### src/rtl/versatile_fifo_pkg.sv
// ---------------------------------------------------------------------------
// versatile_fifo_pkg
// Shared definitions for the versatile FIFO read and write controllers.
//   DEF_ADDR_WIDTH : default RAM address width
//   ptr_width()    : pointer width (address width plus one wrap bit)
//   ptr_t          : pointer type for the default configuration
//   bin2gray()     : binary to Gray conversion (low bits used by callers)
// ---------------------------------------------------------------------------
package versatile_fifo_pkg;

    localparam int DEF_ADDR_WIDTH = 11;

    // Pointers carry one extra bit so full and empty can be told apart.
    function automatic int ptr_width(input int addr_width);
        return addr_width + 1;
    endfunction

    typedef logic [DEF_ADDR_WIDTH:0] ptr_t;

    // Works for any pointer up to 32 bits; the caller truncates to its width.
    function automatic logic [31:0] bin2gray(input logic [31:0] bin);
        return bin ^ (bin >> 1);
    endfunction

endpackage

### src/rtl/versatile_fifo_skid_buf.sv
// ---------------------------------------------------------------------------
// versatile_fifo_skid_buf
// Two-entry valid/ready buffer with push, pop and flush.
//   clk, rst_n  : clock, asynchronous active-low reset
//   flush       : empties the buffer; wins over push and pop
//   push        : write push_data at the tail
//   pop         : consume the head (ignored when empty)
//   head        : registered head entry
//   head_valid  : registered, high when the buffer holds a word
//   count       : number of stored entries (0..2)
// Push into a full buffer without a pop is not supported; the caller's
// issue logic guarantees it never happens.
// ---------------------------------------------------------------------------
module versatile_fifo_skid_buf
    import versatile_fifo_pkg::*;
#(
    parameter int WIDTH = 8
) (
    input  logic             clk,
    input  logic             rst_n,
    input  logic             flush,
    input  logic             push,
    input  logic [WIDTH-1:0] push_data,
    input  logic             pop,
    output logic [WIDTH-1:0] head,
    output logic             head_valid,
    output logic [1:0]       count
);

    logic [WIDTH-1:0] head_reg, head_next;
    logic [WIDTH-1:0] tail_reg, tail_next;
    logic [1:0]       cnt_reg,  cnt_next;
    logic             valid_reg;

    always_comb begin
        head_next = head_reg;
        tail_next = tail_reg;
        cnt_next  = cnt_reg;
        if (flush) begin
            cnt_next = 2'd0;
        end else begin
            case (cnt_reg)
                2'd0: begin
                    if (push) begin
                        head_next = push_data;
                        cnt_next  = 2'd1;
                    end
                end
                2'd1: begin
                    if (push && pop) begin
                        // New word goes straight to the head as the old one leaves.
                        head_next = push_data;
                    end else if (push) begin
                        tail_next = push_data;
                        cnt_next  = 2'd2;
                    end else if (pop) begin
                        cnt_next = 2'd0;
                    end
                end
                default: begin
                    if (pop) begin
                        head_next = tail_reg;
                        if (push) begin
                            tail_next = push_data;
                        end else begin
                            cnt_next = 2'd1;
                        end
                    end
                end
            endcase
        end
    end

    always_ff @(posedge clk or negedge rst_n) begin
        if (!rst_n) begin
            head_reg  <= '0;
            tail_reg  <= '0;
            cnt_reg   <= 2'd0;
            valid_reg <= 1'b0;
        end else begin
            head_reg  <= head_next;
            tail_reg  <= tail_next;
            cnt_reg   <= cnt_next;
            valid_reg <= (cnt_next != 2'd0);
        end
    end

    assign head       = head_reg;
    assign head_valid = valid_reg;
    assign count      = cnt_reg;

endmodule

### src/rtl/versatile_fifo_ram_reader.sv
// ---------------------------------------------------------------------------
// versatile_fifo_ram_reader
// Read-side controller for the FIFO dual-port RAM (port B). Issues reads
// while the RAM holds unread words and buffer space is available, and
// presents the words as a valid/ready stream at one word per clock.
//   clk, rst_n  : clock, asynchronous active-low reset
//   wr_ptr      : binary write pointer, already synchronised to clk
//   clr         : synchronous flush (rd_ptr <= wr_ptr, buffer emptied)
//   adr_b       : RAM port B address
//   rd_en_b     : RAM port B read strobe
//   q_b         : RAM port B data, valid the cycle after rd_en_b
//   dout        : stream data (head of the output buffer)
//   dout_valid  : dout holds a word
//   dout_ready  : consumer accepts the word
//   rd_ptr      : binary read pointer (count of issued reads)
//   rd_ptr_gray : Gray-coded read pointer, only with VERSATILE_FIFO_RD_GRAY_EN
// ---------------------------------------------------------------------------
module versatile_fifo_ram_reader
    import versatile_fifo_pkg::*;
#(
    parameter int DATA_WIDTH = 8,
    parameter int ADDR_WIDTH = 11
) (
    input  logic                  clk,
    input  logic                  rst_n,
    input  logic [ADDR_WIDTH:0]   wr_ptr,
    input  logic                  clr,
    output logic [ADDR_WIDTH-1:0] adr_b,
    output logic                  rd_en_b,
    input  logic [DATA_WIDTH-1:0] q_b,
    output logic [DATA_WIDTH-1:0] dout,
    output logic                  dout_valid,
    input  logic                  dout_ready,
    output logic [ADDR_WIDTH:0]   rd_ptr
`ifdef VERSATILE_FIFO_RD_GRAY_EN
    ,
    output logic [ADDR_WIDTH:0]   rd_ptr_gray
`endif
);

    localparam int PTR_W = ptr_width(ADDR_WIDTH);

    logic [PTR_W-1:0] rd_ptr_reg, rd_ptr_next;
    logic             inflight_reg;
    logic [1:0]       buf_cnt;
    logic [1:0]       slots;
    logic             ram_empty;
    logic             pop;
    logic             issue;

    assign ram_empty = (rd_ptr_reg == wr_ptr);
    assign pop       = dout_valid & dout_ready;
    assign slots     = buf_cnt + {1'b0, inflight_reg};

    // A read may be issued into the slot that a pop frees this same cycle,
    // which is what sustains one word per clock. rst_n gating keeps the
    // strobe quiet while reset is held, even if wr_ptr has not cleared yet.
    assign issue = rst_n & !ram_empty & !clr &
                   ((slots < 2'd2) | ((slots == 2'd2) & pop));

    assign rd_en_b = issue;
    assign adr_b   = rd_ptr_reg[ADDR_WIDTH-1:0];

    assign rd_ptr_next = clr ? wr_ptr : (rd_ptr_reg + PTR_W'(issue));

    always_ff @(posedge clk or negedge rst_n) begin
        if (!rst_n) begin
            rd_ptr_reg   <= '0;
            inflight_reg <= 1'b0;
        end else begin
            rd_ptr_reg   <= rd_ptr_next;
            inflight_reg <= issue;
        end
    end

    assign rd_ptr = rd_ptr_reg;

    // Flush has priority inside the buffer, so a word still in flight when
    // clr is seen is dropped rather than captured.
    versatile_fifo_skid_buf #(
        .WIDTH (DATA_WIDTH)
    ) u_skid_buf (
        .clk        (clk),
        .rst_n      (rst_n),
        .flush      (clr),
        .push       (inflight_reg),
        .push_data  (q_b),
        .pop        (pop),
        .head       (dout),
        .head_valid (dout_valid),
        .count      (buf_cnt)
    );

`ifdef VERSATILE_FIFO_RD_GRAY_EN
    logic [PTR_W-1:0] rd_ptr_gray_reg;

    always_ff @(posedge clk or negedge rst_n) begin
        if (!rst_n) begin
            rd_ptr_gray_reg <= '0;
        end else begin
            rd_ptr_gray_reg <= PTR_W'(bin2gray(32'(rd_ptr_next)));
        end
    end

    assign rd_ptr_gray = rd_ptr_gray_reg;
`endif

`ifndef SYNTHESIS
    // The writer may never lead by more than the RAM depth. A clr cycle is
    // exempt: it realigns rd_ptr to wr_ptr wherever the writer is.
    localparam logic [PTR_W-1:0] PTR_SPAN = {1'b1, {ADDR_WIDTH{1'b0}}};
    logic [PTR_W-1:0] fill_level;
    assign fill_level = wr_ptr - rd_ptr_reg;

    always @(posedge clk) begin
        if (rst_n && !clr) begin
            assert (fill_level <= PTR_SPAN);
        end
    end
`endif

endmodule

### config.mk
export PLATFORM = sky130hd
export DESIGN_NAME = versatile_fifo_ram_reader
export DESIGN_NICKNAME = d
export VERILOG_FILES = /design/src/rtl/versatile_fifo_pkg.sv /design/src/rtl/versatile_fifo_skid_buf.sv /design/src/rtl/versatile_fifo_ram_reader.sv
export SDC_FILE = /design/constraint.sdc
export NUM_CORES = 1
export LEC_CHECK = 0
export BUFFER_PORTS_ARGS = -buffer_cell sky130_fd_sc_hd__buf_2
export CAP_MARGIN = 20
export CORE_ASPECT_RATIO = 2
export CORE_MARGIN = 3
export CORE_UTILIZATION = 54
export DETAILED_ROUTE_END_ITERATION = 12
export PLACE_DENSITY_LB_ADDON = 0.1
export SLEW_MARGIN = 20
export SYNTH_ARGS = -nofsm -noshare
export SYNTH_HDL_FRONTEND = slang
export SYNTH_SLANG_ARGS = --single-unit
### constraint.sdc
create_clock -name clk -period 5.46 [get_ports clk]
set_input_delay 0.273 -clock clk [delete_from_list [all_inputs] [get_ports clk]]
set_output_delay 0.273 -clock clk [all_outputs]
set_load 0.005 [all_outputs]
# == Word-level counts from Yosys, hierarchy flattened ==
# Cells that the tools add are included.
# word_totals
register_bits,32
inputBits,24
out_inout_bits,33
word_cells,49
# classes
add_sub_neg,2
n_lt_le_gt_ge,1
eq_ne,6
n_mux,17
bitwise_logic,8
n_reduce_logical,9
# ops
operator,n
8-bit two-way mux,6
8-bit case mux with 2 select lines,2
2-bit two-way mux,7
12-bit by 1-bit adder with 12-bit output,1
12-bit == test,1
12-bit two-way mux,1
4-bit AND reduction,2
1-bit bitwise AND,5
"2-bit != test, second input constant",2
2-bit case mux with 2 select lines,1
2-bit nonzero test,2
3-bit nonzero test,1
2-bit by 1-bit adder with 2-bit output,1
"2-bit by 1-bit == test with 1-bit output, second input constant",1
"2-bit == test, second input constant",1
1-bit logical NOT,2
2-bit logical NOT,1
"2-bit < comparator, second input constant",1
"2-bit by 1-bit != test with 1-bit output, second input constant",1
1-bit NOT,2
1-bit logical AND,1
1-bit bitwise OR,1

# == Longest topological paths before layout ==
# depth
ltp_word,7
depth_mapped,10
mapped_depth_nobuf,10

# == By module ==
# From an unflattened synthesis, not the netlist that was laid out.
# hier_totals
hier_cells,170
area_unflattened_um2,1848.0
# by_module_without_submodules
mod,instances,cells_each,area_each_um2,seq_area_each_um2
versatile_fifo_skid_buf,1,70,924.6,475.5
versatile_fifo_ram_reader,1,100,923.4,325.3

# == Worst setup path before layout ==
# No wires, ideal clock.
# synth_timing
path_kind,reg-to-reg
from,register inflight_reg
to,register rd_ptr_reg[10] (netlist: rd_ptr[10])
setup_ps,134
t_arrival_ps,2089
required_time_ps,5326
setup_slack_ps,3237
path_stages_with_launch,11
n_path_buf,0
period_less_slack_ps,2223
path_cell_list,dfrtp_1 > inv_1 > ha_1 > o21ai_0 > and4b_1 > ha_1 > ha_1 > nand2_1 > nor3_1 > xnor2_1 > o21ai_0
# synth_via
elab_chain_cells,7
elab_cells_between_ends,8
cone_classes,add/sub: 2; order compare: 1; eq/ne: 1; mux: 1; bitwise: 3
# synth_rtl
element,line_no,text
from (decl),versatile_fifo_ram_reader.sv:44,logic inflight_reg;
from (signal assigned),versatile_fifo_ram_reader.sv:72,inflight_reg <= issue;
2-bit by 1-bit adder with 2-bit output *,versatile_fifo_ram_reader.sv:53,"assign slots = buf_cnt + {1'b0, inflight_reg};"
2-bit == test,versatile_fifo_ram_reader.sv:59,((slots < 2'd2) | ((slots == 2'd2) & pop));
1-bit bitwise AND,versatile_fifo_ram_reader.sv:59,
1-bit bitwise OR *,versatile_fifo_ram_reader.sv:59,
1-bit bitwise AND *,versatile_fifo_ram_reader.sv:58,assign issue = rst_n & !ram_empty & !clr &
named net rd_en_b,versatile_fifo_ram_reader.sv:29,"output logic rd_en_b,"
12-bit by 1-bit adder with 12-bit output *,versatile_fifo_ram_reader.sv:64,assign rd_ptr_next = clr ? wr_ptr : (rd_ptr_reg + PTR_W'(issue));
12-bit two-way mux *,versatile_fifo_ram_reader.sv:64,
named net rd_ptr_next[10],versatile_fifo_ram_reader.sv:43,"logic [PTR_W-1:0] rd_ptr_reg, rd_ptr_next;"
to (signal assigned),versatile_fifo_ram_reader.sv:71,rd_ptr_reg <= rd_ptr_next;
to (decl),versatile_fifo_ram_reader.sv:43,
# Mark *: on every way through the listed nets, which the timed path passes. The rest lies on a longest branch.
# A chain may end at the register's enable or synchronous reset.

# == Worst setup path after layout ==
# layout_timing
from,register u_skid_buf.cnt_reg[1] (netlist: u_skid_buf.count[1])
to,register rd_ptr_reg[10] (netlist: rd_ptr[10])
# layout_via
elab_chain_cells,7
elab_cells_between_ends,8
cone_classes,add/sub: 2; order compare: 1; eq/ne: 1; mux: 1; bitwise: 3
# layout_rtl
element,line_no,text
from (decl),versatile_fifo_skid_buf.sv:32,"logic [1:0] cnt_reg, cnt_next;"
from (signal assigned),versatile_fifo_skid_buf.sv:83,cnt_reg <= cnt_next;
2-bit by 1-bit adder with 2-bit output *,versatile_fifo_ram_reader.sv:53,
2-bit == test,versatile_fifo_ram_reader.sv:59,
1-bit bitwise AND,versatile_fifo_ram_reader.sv:59,
1-bit bitwise OR *,versatile_fifo_ram_reader.sv:59,
1-bit bitwise AND *,versatile_fifo_ram_reader.sv:58,
12-bit by 1-bit adder with 12-bit output *,versatile_fifo_ram_reader.sv:64,
12-bit two-way mux *,versatile_fifo_ram_reader.sv:64,
named net rd_ptr_next[10],versatile_fifo_ram_reader.sv:43,
# Marked as above.

==> results.md <==
- The cell class contributing the biggest share of worst-path delay is flip-flops.
- In the routed design, unresolved DRC markers number 0.
- The share of total power consumed by net switching is 0.297.
- The hold violation total from the final report came to 0.
- In this run the number of cells on the critical path is 9.
- The buffer and inverter count on the worst path is 0.
- Synthesis produced a netlist with a net count of 202.
- The share of the synthesized area in compound gates (AO/OA/AOI/OAI) is 0.0892.
- For this run, the top clock speed supported by timing is 0.404 GHz.
- The insertion delay of the later-clocked pin in the worst-skew pair is 0.28 ns.
- For this run, the slowest stage of the critical path takes 0.82 ns.
- The longest clock path from root to sink contains 2 buffers.
- The die extent in x is 46.6 um.
- The normalized max-slew margin is 0.411.
- For this configuration, the core starts out at a cell density of 0.584.
- The final instance count without filler cells is 250.
- The worst IR drop on VDD is 0.308 mV.
- The synthesized area per cell is 10.3 um2.
- The placement-stage cell area is 0.00199 mm2.
- After synthesis, the netlist uses 28 different library cells.
- After layout, the minimum clock period comes to 2.48 ns.
- The antenna cell count is 0.
- The nature of the critical path startpoint is a register.
- In this run, CTS created clock tree buffers numbering 5.
- The via count of the first global-routing pass is 1369.
- The share of synthesized cell area in full adder, half adder and majority cells is 0.0351.
- In the global route stage, met1 resource usage came out at 0.223.
- On the critical path, the stage with the largest delay is an instance of sky130_fd_sc_hd__dfrtp_1.
- The number of H-tree branching levels is 2.
- The element type at the critical path end is a register.
- The first global-routing pass estimated 6110 um of wire.
- The largest net degree at the start of global routing is 34.
- For this run, global-route usage on met2 was measured as 0.357.
- The total power density per cell area is 380 mW/mm2.
- The number of placed instances, taps included, is 242.
- The number of hold buffers added after CTS was 0.
- The layout cell share with drive strength beyond 1 is 0.350.
- The data arrival at the endpoint of the critical path is 2.62 ns.
- The static leakage is 0.978 nW.
- The synthesized design contains 32 register bits.
- Clock-pin slew was measured on the worst setup and hold paths at 0.07 ns.
- The pre-antenna-repair detailed-routing pass consisted of 4 iterations.
- The multi-input combinational cells in the finished layout cover a total of 861 um2.
- The part of the cycle the worst path needs is 0.454.
- Setup repair after global routing left no endpoint under its margin.
- The count of maximum capacitance violations is 0.
- The worst setup slack after placement is 3.00 ns.
- The setup clock skew after layout is 0.00945 ns.
- The worst register-to-register path has a depth of 9.
- The final RePlAce weighted congestion is 0.875.
- Summing all flip-flop and latch instances after layout gives 801 um2.
- The share of cell area taken by muxes after synthesis is 0.117.
- For this design the total switching power over the nets is 237 uW.
- The endpoint required time on the critical path is 5.60 ns.
- The number of vias after detailed routing is 1388.
- After floorplanning, the core was divided into 28 placement rows.
- Counting the fill cells in the layout gives 259.
- Cell internal power was estimated by the tool at 561 uW.
- For this run, global-route usage on met3 was measured as 0.0414.
- The root buffer cell is sky130_fd_sc_hd__clkbuf_8.
- The power share of the sequential group is 0.462.
- The die area is 0.00406 mm2.
- The portion of total power attributed to combinational logic is 0.262.
- For the pin with the worst max-slew slack, the measured transition is 0.879 ns.
- The first routing iteration left 25 violations.
- Once detailed placement completed, the half-perimeter wirelength came to 2900 um.
- The number of vias per cell is 5.55.
- By startpoint and endpoint, the worst setup path is classified as register to register.
- Of the total synthesized cell area, the portion taken by XOR and XNOR cells is 0.118.
- The final worst-path setup slack is 2.98 ns.
- Walking the worst path, the cells encountered are xor2_1 -> o21ai_0 -> and4b_1 -> ha_1 -> ha_1 -> nand2_1 -> nor3_1 -> xnor2_1 -> o21ai_0.
- The number of setup buffers added after CTS is 0.
- In the final routed layout, each cell accounts on average for 15.1 um.
- The flow ran to the end, and the final reports show no timing, DRC or antenna violations.
- Counting every instance in the synthesized netlist gives 173.
- The total count of max-transition violations in the final report came to 0.
- Once detail routing completed, the nets flagged for antenna violations numbered 0.
- After detailed routing, the total wire length is 3760 um.
- The CTS tree is done.
- Relative to the synthesized area, the layout overhead comes to 17.8%.
- The sequential fraction of the synthesis area is 0.450.
- In this run, post-CTS repair resized a total of 0 instances.
- The flip-flop count of the largest register, all copies and words added is 12.
- After floorplanning, the core was sized to cover 0.00305 mm2.
- The dominant combinational cell family by area after synthesis is simple AND/OR/NAND/NOR gates.
- After synthesis the cells add up to 0.00178 mm2.
- The most congested layer reported by global routing is met2.
- The net total in the final layout is 248.
- Across every metal layer, demand over resource in global routing totals 0.208.
- Of the total synthesized cell area, the portion taken by AND, OR, NAND and NOR gates is 0.124.
- The final total negative setup slack is 0 ns.
- Setup violations remaining at the end of the flow were counted as 0.
- The I/O pin count is 57.
- The Yosys step of the flow raised 0 warnings.
- The tightest min-delay check is of the primary input to async pin type.
- Input and output buffers added on the ports amount to 56.
- The finished cells cover 0.00210 mm2.
- The number of antenna violations at the first check in global routing is 0.
- The total global routing overflow is 0.
- The floorplan step set the die height to 87.2 um.
- The clock power share is 0.276.
- The number of clock sinks seen by CTS is 32.
- Along the worst path, the maximum fanout reaches 17.
==> cells in the mapped netlist, drive strengths merged <==
library cell | number | area (um2)
a2bb2oi | 1 | 8.76
inv | 3 | 11.3
and4b | 1 | 10.0
o311a | 1 | 10.0
ha | 5 | 62.6
clkbuf | 4 | 15.0
a21bo | 1 | 10.0
o211ai | 1 | 7.51
o21bai | 1 | 7.51
nand4 | 1 | 6.26
nor2 | 13 | 48.8
xor2 | 17 | 149
nor4 | 4 | 25.0
nand3 | 8 | 40.0
nor3 | 4 | 36.3
buf | 13 | 92.6
nand2 | 13 | 48.8
a21oi | 12 | 60.1
mux2 | 11 | 128
o21ai | 11 | 55.1
xnor2 | 7 | 61.3
and3 | 1 | 6.26
dfrtp | 32 | 801
mux2i | 8 | 80.1
==> power groups by stage <==
stage	logic [mW]	registers [mW]	clock network (mW)
floorplan	0.136	0.365	0
detailed placement	0.212	0.374	0
finish	0.209	0.369	0.221
global route	0.237	0.380	0.237
CTS	0.213	0.370	0.224
global placement	0.207	0.369	0
==> cells by family (layout without fill, tap and decap cells) <==
family,Yosys count,after routing
simple gates,45,45
flops,32,32
compound gates,28,28
xor+xnor,24,24
buf+inv,20,67
mux,19,19
fa+ha+maj,5,5
==> per-stage QoR <==
step                hold slack [ns]   util  total power, mW
floorplan                   -0.0226      -            0.500
global placement              0.350  0.653            0.576
detailed placement            0.364  0.653            0.587
CTS                          0.0674  0.688            0.807
global route                 0.0881  0.688            0.855
finish                       0.0385  0.688            0.798
==> layout make-up <==
cell class / count / share of cell area
Tap cell: 30 / 0.0179
Inverter: 3 / 0.00537
Clock buffer: 6 / 0.0346
Timing Repair Buffer: 56 / 0.134
Sequential cell: 32 / 0.382
Multi-Input combinational cell: 121 / 0.410
Clock inverter: 2 / 0.0167
==> metal layers <==
layer,wire length [um],vias up
met5,0,-
met4,144,0
met3,228,13
met2,2000,55
met1,1390,647
li1,-,673
==> placed cells by master, fill, tap and decap left out, types with 3 or more instances in the layout <==
master / n
sky130_fd_sc_hd__nor4_1: 4
sky130_fd_sc_hd__ha_1: 5
sky130_fd_sc_hd__inv_1: 3
sky130_fd_sc_hd__clkbuf_8: 5
sky130_fd_sc_hd__a21oi_1: 12
sky130_fd_sc_hd__nand3_1: 8
sky130_fd_sc_hd__nor2_1: 13
sky130_fd_sc_hd__dfrtp_1: 32
sky130_fd_sc_hd__o21ai_0: 11
sky130_fd_sc_hd__mux2_2: 10
sky130_fd_sc_hd__xnor2_1: 7
sky130_fd_sc_hd__xor2_1: 17
sky130_fd_sc_hd__mux2i_1: 8
sky130_fd_sc_hd__buf_2: 56
sky130_fd_sc_hd__nand2_1: 13
==> final timing paths <==
kind / endpoint / slack, ns / from
min in group clk: rd_ptr[4] / 0.23 / wr_ptr[4]
setup reg to reg: rd_ptr[10] / 2.98 / u_skid_buf.count[1]
hold / removal: u_skid_buf.head[6] / 0.04 / rst_n
hold reg to reg: u_skid_buf.tail_reg[5] / 0.51 / u_skid_buf.tail_reg[5]
setup / recovery: rd_ptr[10] / 2.98 / u_skid_buf.count[1]
max in group asynchronous: u_skid_buf.tail_reg[1] / 4.95 / rst_n
No activity file was read; power rests on OpenSTA's default activity.
